===== src/rtl/psg_pkg.sv =====
// Shared constants and types for the dual-PSG CPU bus controller.
// Builds with TURBOSOUND_EN use the SEL_* codes to switch between two PSGs.
package psg_pkg;

  localparam logic [2:0] MODE_INACT = 3'b000;
  localparam logic [2:0] MODE_LATCH = 3'b111;
  localparam logic [2:0] MODE_WRITE = 3'b110;
  localparam logic [2:0] MODE_READ  = 3'b011;

  // Only A15, A14 and A1 take part in port matching.
  localparam logic [15:0] PORT_MASK      = 16'hC002;
  localparam logic [15:0] PORT_FFFD_VAL  = 16'hC000;
  localparam logic [15:0] PORT_BFFD_VAL  = 16'h8000;

  localparam logic [7:0] SEL_PSG0 = 8'hFF;
  localparam logic [7:0] SEL_PSG1 = 8'hFE;

  typedef enum logic [1:0] {
    ST_IDLE,
    ST_STROBE,
    ST_HOLD
  } state_e;

endpackage


===== src/rtl/psg_port_decode.sv =====
// Combinational match of the CPU port address against the two PSG ports.
module psg_port_decode
  import psg_pkg::*;
(
  input  logic [15:0] addr_i,
  output logic        is_fffd_o,
  output logic        is_bffd_o
);

  assign is_fffd_o = (addr_i & PORT_MASK) == PORT_FFFD_VAL;
  assign is_bffd_o = (addr_i & PORT_MASK) == PORT_BFFD_VAL;

endmodule


===== src/rtl/psg_bus_ctrl.sv =====
// CPU-to-PSG bus controller: one strobe per CPU I/O write, combinational reads.
// Define TURBOSOUND_EN to enable the second PSG, selected by writing FE/FF to FFFD.
module psg_bus_ctrl
  import psg_pkg::*;
(
  input  logic        clk_i,
  input  logic        rst_ni,
  input  logic        iorq_ni,
  input  logic        rd_ni,
  input  logic        wr_ni,
  input  logic [15:0] addr_i,
  input  logic [7:0]  cpu_di_i,
  output logic [7:0]  cpu_do_o,
  output logic        cpu_oe_o,
  output logic [7:0]  psg_di_o,
  output logic [2:0]  psg0_mode_o,
  output logic [2:0]  psg1_mode_o,
  input  logic [7:0]  psg0_do_i,
  input  logic [7:0]  psg1_do_i,
  output logic        psg_sel_o
);

  state_e     state_q, state_d;
  logic       iorq_q;
  logic [7:0] psg_di_q, psg_di_d;
  logic       to_addr_q, to_addr_d;
  logic       is_fffd, is_bffd;
  logic       acc_start, wr_start, rd_active, sel_cmd, psg_sel;
  logic [2:0] mode;

  psg_port_decode u_decode (
    .addr_i    (addr_i),
    .is_fffd_o (is_fffd),
    .is_bffd_o (is_bffd)
  );

  assign acc_start = iorq_q & ~iorq_ni & (rd_ni ^ wr_ni);
  assign wr_start  = acc_start & ~wr_ni & (is_fffd | is_bffd);
  // Gated by reset so the read path cannot drive the bus while held in reset.
  assign rd_active = rst_ni & ~iorq_ni & ~rd_ni & is_fffd;

`ifdef TURBOSOUND_EN
  logic psg_sel_q, psg_sel_d;

  assign sel_cmd = to_addr_q & ((psg_di_q == SEL_PSG0) | (psg_di_q == SEL_PSG1));
  assign psg_sel = psg_sel_q;

  always_comb begin
    psg_sel_d = psg_sel_q;
    if (state_q == ST_IDLE && wr_start && is_fffd) begin
      if (cpu_di_i == SEL_PSG1) psg_sel_d = 1'b1;
      else if (cpu_di_i == SEL_PSG0) psg_sel_d = 1'b0;
    end
  end

  always_ff @(posedge clk_i or negedge rst_ni) begin
    if (!rst_ni) psg_sel_q <= 1'b0;
    else         psg_sel_q <= psg_sel_d;
  end
`else
  assign sel_cmd = 1'b0;
  assign psg_sel = 1'b0;
`endif

  always_comb begin
    state_d   = state_q;
    psg_di_d  = psg_di_q;
    to_addr_d = to_addr_q;
    case (state_q)
      ST_IDLE: begin
        if (wr_start) begin
          state_d   = ST_STROBE;
          psg_di_d  = cpu_di_i;
          to_addr_d = is_fffd;
        end
      end
      ST_STROBE: state_d = ST_HOLD;
      ST_HOLD:   if (iorq_ni) state_d = ST_IDLE;
      default:   state_d = ST_IDLE;
    endcase
  end

  always_ff @(posedge clk_i or negedge rst_ni) begin
    if (!rst_ni) begin
      state_q   <= ST_IDLE;
      iorq_q    <= 1'b0;
      psg_di_q  <= 8'h00;
      to_addr_q <= 1'b0;
    end else begin
      state_q   <= state_d;
      iorq_q    <= iorq_ni;
      psg_di_q  <= psg_di_d;
      to_addr_q <= to_addr_d;
    end
  end

  always_comb begin
    mode     = MODE_INACT;
    cpu_do_o = 8'hFF;
    cpu_oe_o = 1'b0;
    if (state_q == ST_STROBE) begin
      if (!to_addr_q)   mode = MODE_WRITE;
      else if (!sel_cmd) mode = MODE_LATCH;
    end else if (rd_active) begin
      mode     = MODE_READ;
      cpu_do_o = psg_sel ? psg1_do_i : psg0_do_i;
      cpu_oe_o = 1'b1;
    end
  end

  assign psg0_mode_o = psg_sel ? MODE_INACT : mode;
`ifdef TURBOSOUND_EN
  assign psg1_mode_o = psg_sel ? mode : MODE_INACT;
`else
  assign psg1_mode_o = MODE_INACT;
`endif
  assign psg_di_o  = psg_di_q;
  assign psg_sel_o = psg_sel;

endmodule


===== config.mk =====
export PLATFORM = sky130hd
export DESIGN_NAME = psg_bus_ctrl
export DESIGN_NICKNAME = d
export VERILOG_FILES = /design/src/rtl/psg_pkg.sv /design/src/rtl/psg_port_decode.sv /design/src/rtl/psg_bus_ctrl.sv
export SDC_FILE = /design/constraint.sdc
export NUM_CORES = 1
export LEC_CHECK = 0
export ABC_AREA = 1
export CORE_ASPECT_RATIO = 0.9
export CORE_UTILIZATION = 23
export CTS_CLUSTER_SIZE = 40
export DETAILED_ROUTE_END_ITERATION = 6
export GPL_ROUTABILITY_DRIVEN = 0
export PLACE_DENSITY = 0.68
export SYNTH_ARGS = -nofsm -noshare
export SYNTH_HDL_FRONTEND = slang
export SYNTH_HIERARCHICAL = 1
export SYNTH_SLANG_ARGS = --single-unit

===== constraint.sdc =====
create_clock -name clk_i -period 1.4 [get_ports clk_i]
set_input_delay 0.28 -clock clk_i [delete_from_list [all_inputs] [get_ports clk_i]]
set_output_delay 0.28 -clock clk_i [all_outputs]
set_load 0.05 [all_outputs]

Yosys cells after proc, flatten, opt, wreduce, memory -nomap -nowiden
Cells that the tools add are included.
{"block": "classes", "n_div": 0, "n_mux": 10, "n_eq_ne": 6, "n_reduce_logical": 3, "n_shift": 0, "multipliers": 0, "n_bitwise": 12, "add_sub_neg": 0, "magnitude_cmp": 0}
{"op": "$mux W8", "count": 2}
{"op": "$and A1 B1 Y1", "count": 7}
{"op": "$eq A3 B3 Y1 const B", "count": 2}
{"op": "$mux W2", "count": 3}
{"op": "$pmux W2 S3", "count": 1}
{"op": "$ne A2 B2 Y1 const B", "count": 2}
{"op": "$reduce_and A2 Y1", "count": 2}
{"op": "$mux W1", "count": 3}
{"op": "$mux W3", "count": 1}
{"op": "$not A1 Y1", "count": 3}
{"op": "$eq A2 B1 Y1 const B", "count": 1}
{"op": "$eq A2 B2 Y1 const B", "count": 1}
{"op": "$logic_not A2 Y1", "count": 1}
{"op": "$or A1 B1 Y1", "count": 1}
{"op": "$xor A1 B1 Y1", "count": 1}
{"block": "word_totals", "register_bits": 12, "mem_bits_rw": 0, "mem_count": 0, "wordCells": 35, "out_inout_bits": 24, "input_bits": 45, "latchBits": 0, "rom_bits": 0}

Depth between registers and ports, before layout
{"block": "depth", "ltp_word": 7, "depth_mapped": 8, "depth_no_buf": 8}

Modules after synthesis
Netlist, hierarchy kept.
{"module": "psg_bus_ctrl", "cells_each": 83, "area_each_um2": 701.9, "seq_area_each_um2": 300.3, "n_inst": 1}
{"module": "psg_port_decode", "cells_each": 5, "area_each_um2": 18.8, "seq_area_each_um2": 0.0, "n_inst": 1}

Least setup slack after synthesis
No wires, ideal clock.
{"block": "synth_timing", "path_type": "input to output", "startpoint": "input addr_i[15]", "endpoint": "output psg0_mode_o[0]", "path_stages": 4, "path_buffers": 0, "t_arrival_ps": 1821, "required_time_ps": 1120, "path_slack_ps": -701, "cell_sequence": "nand2_1 nor2_1 nand3_2 o21ai_0"}
{"block": "synth_via", "elab_chain_len": 4}
{"item": "start: declaration", "line_no": "psg_bus_ctrl.sv:11", "source": "input logic [15:0] addr_i,"}
{"item": "$eq A3 B3 Y1", "line_no": "psg_port_decode.sv:10", "source": "assign is_fffd_o = (addr_i & PORT_MASK) == PORT_FFFD_VAL;"}
{"item": "net is_fffd", "line_no": "psg_bus_ctrl.sv:27", "source": "logic is_fffd, is_bffd;"}
{"item": "$and A1 B1 Y1", "line_no": "psg_bus_ctrl.sv:40", "source": "assign rd_active = rst_ni & ~iorq_ni & ~rd_ni & is_fffd;"}
{"item": "$mux W2", "line_no": "psg_bus_ctrl.sv:104", "source": "end else if (rd_active) begin"}
{"item": "$mux W3", "line_no": "psg_bus_ctrl.sv:101", "source": "if (state_q == ST_STROBE) begin"}
{"item": "end: declaration", "line_no": "psg_bus_ctrl.sv:16", "source": "output logic [2:0] psg0_mode_o,"}
The timed path passes the listed nets, and every way through them passes these cells.

Worst setup path in the final report
{"block": "layout_timing", "startpoint": "input rd_ni", "endpoint": "output cpu_do_o[7]"}
{"block": "layout_via", "elab_chain_len": 5}
{"item": "start: declaration", "line_no": "psg_bus_ctrl.sv:9", "source": "input logic rd_ni,"}
{"item": "$not A1 Y1", "line_no": "psg_bus_ctrl.sv:40"}
{"item": "$and A1 B1 Y1 (2 in series)", "line_no": "psg_bus_ctrl.sv:40"}
{"item": "$mux W8", "line_no": "psg_bus_ctrl.sv:104"}
{"item": "$mux W8", "line_no": "psg_bus_ctrl.sv:101"}
{"item": "end: declaration", "line_no": "psg_bus_ctrl.sv:13", "source": "output logic [7:0] cpu_do_o,"}
Every way passes these cells.

==> impl_metrics.json <==
{
  "outcome": "complete, but fails checks",
  "violations": "setup timing",
  "drt.antenna.violating_nets": 0,
  "die_w_um": 61.0,
  "insertedDiodeCount": 0,
  "fmaxAchievable_mhz": 622,
  "grt.overflow.total": 0,
  "syn-instance-count": 88,
  "share_clk_of_total_power_pct": 16.9,
  "flow.area_growth_from_synthesis_pct": 122,
  "period_minus_ws_final_ns": 1.61,
  "worst_skew_pair.late_latency_ns": 0.27,
  "synthesis.yosys.warnings": 6,
  "seq_power_share_pct": 35.9,
  "netlist_top_cells_area": "sky130_fd_sc_hd__dfrtp_1, sky130_fd_sc_hd__nand2_1, sky130_fd_sc_hd__nor2_8, sky130_fd_sc_hd__nand2_2, sky130_fd_sc_hd__nand3_1",
  "critical_path_required_ns": 1.12,
  "yosys_register_bits": 12,
  "drt_first_iter_violations": 4,
  "crit_type": "primary input to output port",
  "grt_antenna_before_repair": 0,
  "cts.sinks": 12,
  "route.vias.total": 757,
  "cts_inserted_buffers": 3,
  "synth_compound_area_share_pct": 0.694,
  "post_route_cells_drive_above_1_share_pct": 45.0,
  "dpl-instance-area_sq_mm": 0.00140,
  "pre_cts_ws_ns": -0.537,
  "adder_cell_fraction_of_synth_area_pct": 0,
  "rsz0062_at_grt": "yes",
  "synth_seq_area_share_pct": 41.7,
  "worst_setup_hold_path_clk_slew_ns": 0.08,
  "setup_ws_ns": -0.207,
  "internal_power_mw": 0.776,
  "setup_viol": 12,
  "static-leakage-power_nw": 0.835,
  "number_of_buffers_on_the_longest_clock_path": 2,
  "ctsHtreeMaxLevel": 1,
  "total_power_per_unit_cell_area_mw_per_mm2": 782,
  "grt_first_pass_wirelength_mm": 3.71,
  "power.switching_fraction_pct": 37.9,
  "largest_family_of_logic_cells_by_synthesized_area": "simple AND/OR/NAND/NOR gates",
  "num_rows": 18,
  "crit_start": "rd_ni",
  "synth.distinct_cells": 15,
  "ir_drop_mv": 0.383,
  "cp_arrival_ns": 1.33,
  "critical_path.max_fanout": 6,
  "synth-xor-area-share_pct": 0,
  "worstHoldPathType": "primary input to async pin",
  "timing.critical_path.to_type": "output port",
  "detail_route.wirelength_mm": 2.28,
  "design.core.area_sq_mm": 0.00286,
  "portBuffers": 43,
  "synth_simple_gate_area_share_pct": 44.1,
  "total_power_mw": 1.25,
  "synth.area.mux_share_pct": 0,
  "die_y_um": 55.1,
  "synth_top_cell_by_area": "sky130_fd_sc_hd__dfrtp_1",
  "post_cts_hold_buffer_count": 0,
  "finalHoldViolations": 0,
  "finClkSkew_ns": 0.00790,
  "rr_startpoint": "state_q[1]$_DFFE_PN0P_",
  "first_global_vias": 816,
  "routedWlPerCell_um": 12.0,
  "number_of_max_slew_violations_in_the_final_report": 0,
  "fin_nets": 196,
  "grt_use_total_pct": 16.0,
  "max_cap_viol_count": 0,
  "postSynthAreaPerCell_sq_um": 8.19,
  "mapped_area_sq_um": 721,
  "drtPass1Iterations": 2,
  "clockRootBuffer": "sky130_fd_sc_hd__clkbuf_4",
  "share_comb_of_total_power_pct": 47.2,
  "synth_top_area_share_pct": 41.7,
  "cts_tree": "yes",
  "fillerInstances": 255,
  "initial_utilization_pct": 25.2,
  "switching_power_mw": 0.473,
  "vias_per_cell": 4.01,
  "num_io_pins": 69,
  "startpoint_kind_of_the_worst_setup_timing_path": "primary input",
  "detail_route.drc_violations": 0,
  "final_core_utilization_pct": 55.8,
  "grt_max_degree": 13,
  "dieArea_sq_mm": 0.00336,
  "dp_hpwl_mm": 1.58,
  "final.period_utilization_pct": 115,
  "design_area_sq_mm": 0.00160
}
critical path: stages:
cell and delay (ns):
sky130_fd_sc_hd__dlygate4sd2_1 0.27, sky130_fd_sc_hd__nor2_4 0.15, sky130_fd_sc_hd__nand3_4 0.12, sky130_fd_sc_hd__nor2_8 0.16, sky130_fd_sc_hd__buf_12 0.15, sky130_fd_sc_hd__nand2_4 0.05, sky130_fd_sc_hd__buf_8 0.14
metrics by stage:
step / setup TNS [ns] / hold WS, ns / std cells
6_report: -2.22 / 0.205 / 189
5_1_grt: -2.90 / 0.198 / 189
4_1_cts: -1.96 / 0.204 / 189
3_5_place_dp: -7.80 / 0.468 / 180
3_3_place_gp: -7.15 / 0.464 / 180
2_1_floorplan: -0.672 / -0.0156 / 91
sequential cells by signal (all words and copies together), names as in the netlist:
register,count
iorq_q,1
psg_di_o,8
state_q,2
to_addr_q,1
area by class of cell:
class | count | area [sq um] | share of cell area (%)
repair buffers | 60 | 733 | 45.9
multi-input cells | 59 | 434 | 27.2
flip-flops and latches | 12 | 300 | 18.8
inverters | 15 | 56.3 | 3.53
well taps | 40 | 50.0 | 3.13
clock buffers | 3 | 22.5 | 1.41
layout by cell type (no fill, tap or decap):
master / n
sky130_fd_sc_hd__clkbuf_2: 2
sky130_fd_sc_hd__nor2_4: 3
sky130_fd_sc_hd__nand2_1: 22
sky130_fd_sc_hd__nor2_8: 3
sky130_fd_sc_hd__o21ai_4: 1
sky130_fd_sc_hd__nand2_4: 8
sky130_fd_sc_hd__inv_1: 12
sky130_fd_sc_hd__nand3_4: 1
sky130_fd_sc_hd__clkbuf_4: 3
sky130_fd_sc_hd__conb_1: 4
sky130_fd_sc_hd__buf_6: 1
sky130_fd_sc_hd__buf_12: 14
sky130_fd_sc_hd__buf_4: 14
sky130_fd_sc_hd__buf_8: 8
sky130_fd_sc_hd__nand2_2: 3
sky130_fd_sc_hd__clkdlybuf4s50_1: 17
sky130_fd_sc_hd__nor2_1: 1
sky130_fd_sc_hd__nor2_2: 1
sky130_fd_sc_hd__inv_2: 3
sky130_fd_sc_hd__dlygate4sd2_1: 3
sky130_fd_sc_hd__dfrtp_1: 12
sky130_fd_sc_hd__nand2_8: 2
sky130_fd_sc_hd__clkdlybuf4s15_1: 1
sky130_fd_sc_hd__nand3_1: 10
kinds of logic (layout without fill, tap and decap cells):
| family | after synthesis | in the layout |
|---|---|---|
| AOI/OAI and AO/OA | 1 | 1 |
| buffers and inverters | 20 | 78 |
| DFF | 12 | 12 |
| other | 1 | 4 |
| and+or+nand+nor | 54 | 54 |
cells in the mapped netlist:
library cell / instances
sky130_fd_sc_hd__nor2_4: 1
sky130_fd_sc_hd__nor2_2: 1
sky130_fd_sc_hd__inv_2: 3
sky130_fd_sc_hd__o21ai_0: 1
sky130_fd_sc_hd__dfrtp_1: 12
sky130_fd_sc_hd__conb_1: 1
sky130_fd_sc_hd__nand2_1: 24
sky130_fd_sc_hd__nand2_2: 9
sky130_fd_sc_hd__nand3_2: 1
sky130_fd_sc_hd__nor2_8: 3
sky130_fd_sc_hd__nand3_1: 10
sky130_fd_sc_hd__inv_1: 12
sky130_fd_sc_hd__buf_4: 5
sky130_fd_sc_hd__nor2_1: 3
sky130_fd_sc_hd__nand2_4: 2
final timing paths:
| kind | endpoint | slack [ns] | cells past startpoint |
|---|---|---|---|
| setup / recovery | cpu_do_o[7] | -0.21 | 7 |
| hold / removal | state_q[1]$_DFFE_PN0P_ | 0.20 | 2 |
| setup reg to reg | psg_di_o[1]$_DFFE_PN0P_ | 0.23 | 7 |
| hold reg to reg | to_addr_q$_DFFE_PN0P_ | 0.48 | 2 |
| max in group asynchronous | psg_di_o[3]$_DFFE_PN0P_ | 1.03 | 2 |
| min in group clk_i | iorq_q$_DFF_PN0_ | 0.44 | 2 |
power groups by stage:
stage / sequential, mW / clock, mW / combinational (mW)
after floorplan: 0.586 / 0 / 0.126
after global placement: 0.454 / 0 / 0.575
after detailed placement: 0.455 / 0 / 0.580
after CTS: 0.449 / 0.216 / 0.590
after global routing: 0.455 / 0.244 / 0.619
final: 0.448 / 0.211 / 0.589
per-layer routing:
metal | GRT usage, % | part of all wire, % | vias to the layer above
met1 | 18.0 | 37 | 349
met3 | 6.05 | 6.0 | 6
met2 | 26.6 | 55 | 25
li1 | - | - | 377
met5 | 0 | 0 | -
met4 | 8.33 | 2.1 | 0
repair_timing:
item,CTS,global route
pin swaps,5,3
setup endpoints to repair,13,12
setup buffers,6,1
gates resized for setup,35,5
(Power assumes the default switching activity.)
